===== config.mk =====
export PLATFORM = sky130hd
export DESIGN_NAME = mold_gap_rerequest
export DESIGN_NICKNAME = d
export VERILOG_FILES = /design/src/rtl/mold_gap_rerequest_pkg.sv /design/src/rtl/mold_gap_rerequest_countdown.sv /design/src/rtl/mold_gap_rerequest.sv
export SDC_FILE = /design/constraint.sdc
export NUM_CORES = 1
export LEC_CHECK = 0
export ABC_AREA = 1
export CAP_MARGIN = 10
export CELL_PAD_IN_SITES_DETAIL_PLACEMENT = 1
export CELL_PAD_IN_SITES_GLOBAL_PLACEMENT = 1
export CORE_UTILIZATION = 39
export CTS_BUF_LIST = sky130_fd_sc_hd__clkbuf_4 sky130_fd_sc_hd__clkbuf_8
export DETAILED_ROUTE_END_ITERATION = 16
export PLACE_DENSITY_LB_ADDON = 0.1
export SETUP_SLACK_MARGIN = 0.1
export SLEW_MARGIN = 40
export SYNTH_ARGS = -nofsm -noshare
export SYNTH_HDL_FRONTEND = slang
export SYNTH_HIERARCHICAL = 1
export SYNTH_SLANG_ARGS = --single-unit

===== constraint.sdc =====
create_clock -name clk -period 4.7 [get_ports clk]
set_clock_uncertainty 0.1 [all_clocks]
set_input_delay 0.94 -clock clk [delete_from_list [all_inputs] [get_ports clk]]
set_output_delay 0.94 -clock clk [all_outputs]
set_load 0.01 [all_outputs]

===== src/rtl/mold_gap_rerequest_pkg.sv =====
// mold_pkg: shared types and constants for the MoldUDP64 receive-side gap tracker.
//   SEQ_W / CNT_W : sequence number and message count widths
//   EOS_CNT       : message count value that marks end-of-session
//   SEQ_INIT      : first sequence number of a session
//   gap_state_e   : gap tracker FSM states
//   sat_cnt()     : clamp a 64-bit missing-message span to a request count
package mold_pkg;

  localparam int              SEQ_W    = 64;
  localparam int              CNT_W    = 16;
  localparam logic [CNT_W-1:0] EOS_CNT  = 16'hFFFF;
  localparam logic [SEQ_W-1:0] SEQ_INIT = 64'd1;

  typedef enum logic [2:0] {
    IDLE,
    REQ,
    WAIT,
    FAIL,
    EOS
  } gap_state_e;

  // 0xFFFF is never produced: it would read as end-of-session downstream.
  function automatic logic [CNT_W-1:0] sat_cnt(input logic [SEQ_W-1:0] span,
                                               input logic [CNT_W-1:0] max_cnt);
    logic [SEQ_W-1:0] max_wide;
    max_wide = {{(SEQ_W-CNT_W){1'b0}}, max_cnt};
    return (span > max_wide) ? max_cnt : span[CNT_W-1:0];
  endfunction

endpackage


===== src/rtl/mold_gap_rerequest_countdown.sv =====
// countdown: one-shot timer.
//   clk, nreset : clock, asynchronous active-low reset
//   start_v_i   : (re)load the counter with CNT_B and start counting
//   finished_o  : one-cycle pulse, CNT_B+1 cycles after the start_v_i cycle
module countdown #(
  parameter int              CNT_W = 14,
  parameter logic [CNT_W-1:0] CNT_B = 14'd10000
) (
  input  logic clk,
  input  logic nreset,
  input  logic start_v_i,
  output logic finished_o
);

  logic [CNT_W-1:0] cnt_q;
  logic             busy_q;

  always_ff @(posedge clk or negedge nreset) begin
    if (!nreset) begin
      cnt_q      <= '0;
      busy_q     <= 1'b0;
      finished_o <= 1'b0;
    end else if (start_v_i) begin
      cnt_q      <= CNT_B;
      busy_q     <= 1'b1;
      finished_o <= 1'b0;
    end else if (busy_q) begin
      if (cnt_q <= CNT_W'(1)) begin
        cnt_q      <= '0;
        busy_q     <= 1'b0;
        finished_o <= 1'b1;
      end else begin
        cnt_q      <= cnt_q - 1'b1;
        finished_o <= 1'b0;
      end
    end else begin
      finished_o <= 1'b0;
    end
  end

endmodule


===== src/rtl/mold_gap_rerequest.sv =====
// mold_gap_rerequest: MoldUDP64 receive-side gap tracker and retransmission
// requester.
//   clk, nreset         : clock, asynchronous active-low reset
//   pkt_v_i/seq_i/cnt_i : decoded packet header (one-cycle pulse per packet)
//   req_v_o/req_ready_i : retransmission request handshake
//   req_seq_o/req_cnt_o : first missing sequence number, missing count (saturated)
//   expected_seq_o      : next in-order sequence number
//   gap_o               : a gap is outstanding
//   retry_fail_o        : sticky, retry budget exhausted
//   eos_o               : sticky, end-of-session reached
//
// Request handshake: req_v_o is held high with req_seq_o/req_cnt_o stable
// until the cycle req_ready_i is also high; that cycle is the transfer, and
// req_v_o drops on the next cycle.
module mold_gap_rerequest
  import mold_pkg::*;
#(
  parameter int                  TIMEOUT_W   = 14,
  parameter logic [TIMEOUT_W-1:0] TIMEOUT     = 14'd10000,
  parameter int                  MAX_RETRY   = 3,
  parameter logic [CNT_W-1:0]    MAX_REQ_CNT = 16'hFFFE
) (
  input  logic             clk,
  input  logic             nreset,
  input  logic             pkt_v_i,
  input  logic [SEQ_W-1:0] pkt_seq_i,
  input  logic [CNT_W-1:0] pkt_cnt_i,
  output logic             req_v_o,
  input  logic             req_ready_i,
  output logic [SEQ_W-1:0] req_seq_o,
  output logic [CNT_W-1:0] req_cnt_o,
  output logic [SEQ_W-1:0] expected_seq_o,
  output logic             gap_o,
  output logic             retry_fail_o,
  output logic             eos_o
);

  localparam int RETRY_W = $clog2(MAX_RETRY + 1);

  gap_state_e         state_q;
  logic [SEQ_W-1:0]   expected_seq_q;
  logic [SEQ_W-1:0]   gap_end_q;
  logic [RETRY_W-1:0] retry_q;
  logic               gap_q;
  logic               cd_finished;

  logic [SEQ_W-1:0] n_eff;
  logic [SEQ_W-1:0] pkt_end;
  logic             pkt_live;
  logic             is_eos;
  logic             is_adv;
  logic             is_gap;
  logic [SEQ_W-1:0] e_next;
  logic [SEQ_W-1:0] gap_end_next;
  logic             gap_pend;
  logic             gap_closed;
  logic             handshake;

  always_comb begin
    n_eff    = (pkt_cnt_i == EOS_CNT) ? '0 : {{(SEQ_W-CNT_W){1'b0}}, pkt_cnt_i};
    pkt_end  = pkt_seq_i + n_eff;
    pkt_live = pkt_v_i && (state_q != FAIL) && (state_q != EOS);
    is_eos   = pkt_live && (pkt_cnt_i == EOS_CNT) && (pkt_seq_i <= expected_seq_q);
    is_adv   = pkt_live && (pkt_seq_i <= expected_seq_q) && (expected_seq_q < pkt_end);
    is_gap   = pkt_live && (pkt_seq_i > expected_seq_q);
    e_next   = is_adv ? pkt_end : expected_seq_q;
    // The missing range is [E, S): the out-of-order packet's own messages are
    // not buffered, so the gap is closed once E reaches that packet's start.
    gap_end_next = (is_gap && (pkt_seq_i > gap_end_q)) ? pkt_seq_i : gap_end_q;
    gap_pend     = gap_q || is_gap;
    gap_closed   = gap_pend && (e_next >= gap_end_next);
    handshake    = (state_q == REQ) && req_ready_i;
  end

  always_ff @(posedge clk or negedge nreset) begin
    if (!nreset) begin
      state_q        <= IDLE;
      expected_seq_q <= SEQ_INIT;
      gap_end_q      <= '0;
      retry_q        <= '0;
      gap_q          <= 1'b0;
      req_seq_o      <= '0;
      req_cnt_o      <= '0;
    end else begin
      expected_seq_q <= e_next;
      gap_end_q      <= gap_end_next;
      gap_q          <= gap_pend && !gap_closed;
      // Closure wins over a same-cycle handshake: the budget restarts per gap.
      if (gap_closed) retry_q <= '0;
      else if (handshake) retry_q <= retry_q + 1'b1;

      if (is_eos) begin
        state_q <= EOS;
      end else begin
        case (state_q)
          IDLE: begin
            if (is_gap) begin
              state_q   <= REQ;
              req_seq_o <= expected_seq_q;
              req_cnt_o <= sat_cnt(gap_end_next - expected_seq_q, MAX_REQ_CNT);
            end
          end
          REQ: begin
            if (handshake) state_q <= gap_closed ? IDLE : WAIT;
          end
          WAIT: begin
            if (gap_closed) begin
              state_q <= IDLE;
            end else if (cd_finished) begin
              if (retry_q == RETRY_W'(MAX_RETRY)) begin
                state_q <= FAIL;
              end else begin
                state_q   <= REQ;
                req_seq_o <= e_next;
                req_cnt_o <= sat_cnt(gap_end_next - e_next, MAX_REQ_CNT);
              end
            end
          end
          default: state_q <= state_q;  // FAIL and EOS hold until reset
        endcase
      end
    end
  end

  countdown #(
    .CNT_W(TIMEOUT_W),
    .CNT_B(TIMEOUT)
  ) u_countdown (
    .clk       (clk),
    .nreset    (nreset),
    .start_v_i (handshake),
    .finished_o(cd_finished)
  );

  assign req_v_o        = (state_q == REQ);
  assign expected_seq_o = expected_seq_q;
  assign gap_o          = gap_q;
  assign retry_fail_o   = (state_q == FAIL);
  assign eos_o          = (state_q == EOS);

endmodule


==> results of run 1 <==
==> kinds of logic after synthesis <==
logic type               synth area share, %
AO/OA/AOI/OAI                          12.77
flip-flops                             20.33
XOR/XNOR                               3.557
AND/OR/NAND/NOR                        36.22
adder cells (fa/ha/maj)                15.02
buffers and inverters                  12.10
==> Yosys cell counts, types with 3 or more instances <==
library cell  number  area share (%)
inv_1            784              10
nor4_1            23            0.51
nand2_1         1369              18
a21o_1            17            0.45
or2_2              5            0.11
o21ai_0          213             3.8
nor3b_1            3           0.080
nand2_2           12            0.27
dfrtp_1          229              20
buf_6             18            0.72
o31ai_1            3           0.080
fa_1               3            0.21
clkbuf_1          25            0.33
o211ai_1          10            0.27
nand3_2            4            0.14
and3_1             7            0.15
a21oi_1          347             6.1
nor3_2             4            0.14
ha_1             335              15
nand3b_1          22            0.58
a21boi_0           5            0.13
nand4_1           83             1.8
buf_1              6           0.080
xnor2_1           28            0.87
nor2_4             3            0.12
o21bai_1          18            0.48
nor2_1           452             6.0
o21ai_1            5           0.088
a31o_2             3           0.093
inv_2              7           0.093
o221ai_1           3           0.093
xor2_1            87             2.7
a211oi_1           5            0.13
nor2_2            11            0.24
nand3_1          368             6.5
nor3_1            63             1.1
buf_2             23            0.41
o21a_1            14            0.37
a31oi_1           16            0.35
==> per-stage QoR <==
stage                     worst slack, ns  cells  hold WS, ns  utilization, %
after floorplan                    -2.720   4655       0.3714               -
after global placement             -5.649   7032       0.3527           58.32
after detailed placement           -6.129   7032       0.3588           58.32
after CTS                          -3.875   7301       0.1973           66.17
==> routing by layer <==
| layer | GRT usage (%) | overflow |
|---|---|---|
| met5 | 18.16 | 0 |
| met4 | 75.21 | 18 |
| met3 | 51.94 | 0 |
| met2 | 93.99 | 17 |
| met1 | 69.07 | 1 |
==> what timing repair did <==
item | CTS
hold buffers | 0
pin swaps | 215
endpoints found under the setup margin | 149
resized for setup | 746
buffers inserted | 160
gates cloned | 26
==> metrics.md, run 1 <==
| Metric | Value |
|---|---|
| Outcome | `stopped before the end` |
| Failed at | `global routing` |
| Error message | `[ERROR GRT-0232] Routing congestion too high. Check the congestion heatmap in the GUI.` |
| Mapped Cells | `~4700` |
| FP Rows | `98` |
| Area after DPL | `41760 um^2` |
| Cell variety after synth | `56` |
| Clock Tree Root | `clkbuf_8` |
| GRT Total Usage | `71.72%` |
| Synthesized Nets | `~5000` |
| Register area share after synthesis | `20.33%` |
| # port buffers | `231` |
| Syn_area_per_cell | `between 6 and 7 um^2` |
| Post-synth ARST share | `100.0%` |
| Post-synth top flop | `dfrtp_1` |
| I/O pin count | `around 230` |
| Pin count of the biggest net entering global routing | `just under 80` |
| EDFF count, synth | `0` |
| Ys Warns | `6` |
| Longest Clk Path Bufs | `3` |
| Die X | `271.4 um` |
| Syn Std Cell Area | `28310 um^2` |
| Overflow after GRT | `36` |
| GP Congestion | `1.045` |
| Post-DP HPWL | `130100 um` |
| Synth Register Bits | `230` |
| Total CTS buffers | `50` |
| H-tree Lvls | `2` |
| Clk sinks | `230` |
| Initial core utilization | `39.54%` |
| Die height | `271.4 um` |
==> run 2, diff against run 1 <==
--- a/config.mk
+++ b/config.mk
@@ -7,13 +7,9 @@
 export LEC_CHECK = 0
 export ABC_AREA = 1
 export CAP_MARGIN = 10
-export CELL_PAD_IN_SITES_DETAIL_PLACEMENT = 1
-export CELL_PAD_IN_SITES_GLOBAL_PLACEMENT = 1
-export CORE_UTILIZATION = 39
-export CTS_BUF_LIST = sky130_fd_sc_hd__clkbuf_4 sky130_fd_sc_hd__clkbuf_8
+export CORE_UTILIZATION = 40
 export DETAILED_ROUTE_END_ITERATION = 16
-export PLACE_DENSITY_LB_ADDON = 0.1
-export SETUP_SLACK_MARGIN = 0.1
+export PLACE_DENSITY_LB_ADDON = 0.15
 export SLEW_MARGIN = 40
 export SYNTH_ARGS = -nofsm -noshare
 export SYNTH_HDL_FRONTEND = slang
==> constraint.sdc (replaced) <==
create_clock -name clk -period 6.11 [get_ports clk]
set_clock_uncertainty 0.1 [all_clocks]
set_input_delay 1.222 -clock clk [delete_from_list [all_inputs] [get_ports clk]]
set_output_delay 1.222 -clock clk [all_outputs]
set_load 0.01 [all_outputs]
==> metrics.md, run 2 <==
| Metric | Value |
|---|---|
| Outcome | `finished with violations` |
| Failing checks | `negative setup slack` |
| Slew Viols, Final | `0` |
| Worst setup margin | `-2.787 ns` |
| Synth Register Bits | `230` |
| Via count | `between 30000 and 40000` |
| Synthesized-area fraction occupied by and/or/nand/nor cells | `between 30 and 40%` |
| Slowest Stage Delay on Critical Path | `0.39 ns` |
| Type of destination of the critical path | `flip-flop` |
| Most area-hungry cell type in the Yosys netlist | `dfrtp_1` |
| Syn_area_per_cell | `~6.1 um^2` |
| Min-delay worst type | `flip-flop to flip-flop` |
| Mapped Cells | `approximately 4700` |
| Crit share post-route | `145.6%` |
| Post-DP HPWL | `approximately 110000 um` |
| Violation count after the first detailed-route iteration | `3180` |
| Number of global-route vias before repair | `34800` |
| First-pass GRT wire length | `197800 um` |
| Reg clk slew, reported paths | `0.05 ns` |
| Synth Area in Compound Gates | `12.77%` |
| Finish-stage setup viols | `120` |
| Tmin final | `8.897 ns` |
| Worst-Skew Late Latency | `0.56 ns` |
| Post-synth top flop | `dfrtp_1` |
| TritonCTS clock tree | `done` |
| RSZ-0062 raised after global routing | `true` |
| Drc violations | `0` |
| H-tree Lvls | `2` |
| Arrival time worst endpoint | `9.24 ns` |
| Initial antenna violation count | `0` |
| # port buffers | `231` |
| Die X | `268.1 um` |
| Most common cell after layout, fill and taps aside | `buf_4` |
| Slew @ Worst Pin | `0.9911 ns` |
| Multiplexer share of the synthesized area | `0%` |
| Main combinational cell family by area after synthesis | `simple AND/OR/NAND/NOR gates` |
| Critical path class | `input port to flip-flop` |
| Data required, critical path | `6.45 ns` |
| Critical Path Source Type | `input port` |
| Synth area leaders | `dfrtp_1, nand2_1, ha_1` |
| Dpl ws | `-4.648 ns` |
| Fillers | `between 6000 and 7000` |
| Overflow after GRT | `0` |
| Syn Std Cell Area | `~28000 um^2` |
| Synth top area share | `about a fifth` |
| Core ar. | `70030 um^2` |
| # nets final | `6547` |
| Rel. slew slack | `33.93%` |
| Initial core utilization | `40.43%` |
| Most frequent cells in the layout | `buf_4, nand2_1, inv_1, nor2_1, nand3_1` |
| Fraction of layout cells with a size suffix above 1 | `32.30%` |
| Total CTS buffers | `34` |
| CP max stage cell | `fa_2` |
| GRT Total Usage | `35.90%` |
| Max-cap viol count | `0` |
| Synth Area in XOR/XNOR | `roughly 3.6%` |
| Wirelength per Cell | `18.77 um` |
| Top delay family on crit path | `simple AND/OR/NAND/NOR gates` |
| FP Rows | `just under 100` |
| Die area | `71850 um^2` |
| Number of diodes | `0` |
| Post-synthesis adder-cell area fraction | `15.02%` |
| Post-synth ARST share | `between 90% and 100%` |
| Register area share after synthesis | `20.33%` |
| Pin count of the biggest net entering global routing | `~100` |
| Clock Tree Root | `clkbuf_16` |
| P&R area growth vs syn | `61.14%` |
| Vias per inst | `5.200` |
| Most frequent cell after synthesis | `nand2_1` |
| Routed WL | `about 130000 um` |
| Fin. Hold Viols | `0` |
| Antenna-violating nets left | `0` |
| Synthesized Nets | `5077` |
| Highest clock rate | `roughly 110 MHz` |
| GP Congestion | `1.029` |
| I/O pin count | `approximately 230` |
| EDFF count, synth | `0` |
| Most common library cells after synthesis | `nand2_1, inv_1, nor2_1` |
| CP Max Fanout | `49` |
| Bufs and invs on worst path | `16` |
| Die height | `between 200 and 300 um` |
| Ys Warns | `6` |
| Worst path most repeated cell | `nand2_2` |
| Longest Clk Path Bufs | `3` |
| First drt pass iteration count | `6` |
| Clk sinks | `230` |
| Cell variety after synth | `56` |
## run 2: cell counts after synthesis
No cell type changed its count.
## run 2: cell families (layout without fill, tap and decap cells)
family / after synthesis / count (layout)
flip-flops: 230 / 230
adder cells (fa/ha/maj): 338 / 338
buffers and inverters: 867 / 2360
AO/OA/AOI/OAI: 668 / 668
XOR/XNOR: 115 / 115
AND/OR/NAND/NOR: 2437 / 2437
## run 2: path summary, 6_finish.rpt
path                                          from                      to  slack (ns)  cells after the start
worst max-delay path                 pkt_cnt_i[14]           req_seq_o[44]       -2.79                     61
worst min-delay path                 req_seq_o[40]           req_seq_o[40]        0.36                      2
worst max register to register  expected_seq_o[47]           req_seq_o[44]       -0.55                     44
worst min register to register       req_seq_o[40]           req_seq_o[40]        0.36                      2
max in group asynchronous                   nreset  u_countdown/finished_o        4.52                      2
min in group asynchronous                   nreset      expected_seq_o[24]        0.42                      1
## run 2: area by class of cell
type / instances / area (um^2) / area share [%]
clock buffer: 48 / 984.7 / 2.158
timing repair buffer: 1507 / 12470 / 27.32
timing repair inverter: 1 / 7.507 / 0.01645
multi-input combinational: 3558 / 22130 / 48.51
clock inverter: 11 / 87.58 / 0.1920
tap: 940 / 1176 / 2.578
sequential: 230 / 5757 / 12.62
inverter: 793 / 3012 / 6.601
## run 2: repair_timing
item / CTS / global route
endpoints found under the setup margin: 149 / 149
hold buffers: 0 / 0
buffers inserted: 24 / 50
pin swaps: 80 / 173
gates cloned: 7 / 2
gates resized for setup: 235 / 529
## run 2: layer usage
layer	share of wire (%)	track usage [%]	up-vias
met4	3.7	11.81	0
met2	44	56.63	1335
met1	45	49.67	17290
met3	7.7	5.672	250
met5	0	0	-
li1	-	-	17990
## run 2: stage by stage
step / hold slack [ns] / area [um^2] / setup TNS [ns] / util (%) / cells
detailed placement: 0.3572 / 41070 / -481.18 / 58.65 / 6948
floorplan: 0.3714 / 28900 / -131.12 / - / 4655
global route: 0.3852 / 45630 / -272.53 / 65.15 / 7088
finish: 0.3646 / 45630 / -229.72 / 65.15 / 7088
global placement: 0.3529 / 41060 / -472.06 / 58.64 / 6948
CTS: 0.3702 / 43480 / -261.43 / 62.08 / 7038
## run 2: worst reg2reg max path, delay by kind of cell (launching register included)
family          cells  cell delay (ns)
flops               1             0.33
buf+inv            14             2.16
compound gates      3             0.85
simple gates       24             2.24
fa+ha+maj           3             0.85
Power of run 2 is not shown: default switching activity piles up to over one toggle a cycle in this logic, so the estimate is an artifact.
==> run 3, diff against run 2 <==
--- a/config.mk
+++ b/config.mk
@@ -9,6 +9,7 @@
 export CAP_MARGIN = 10
 export CORE_UTILIZATION = 40
 export DETAILED_ROUTE_END_ITERATION = 16
+export HOLD_SLACK_MARGIN = 0.1
 export PLACE_DENSITY_LB_ADDON = 0.15
 export SLEW_MARGIN = 40
 export SYNTH_ARGS = -nofsm -noshare
==> results of run 3 <==
No change in the layout: final DEF, timing and power equal those of run 2.
Power of run 3 is left out for the same reason.
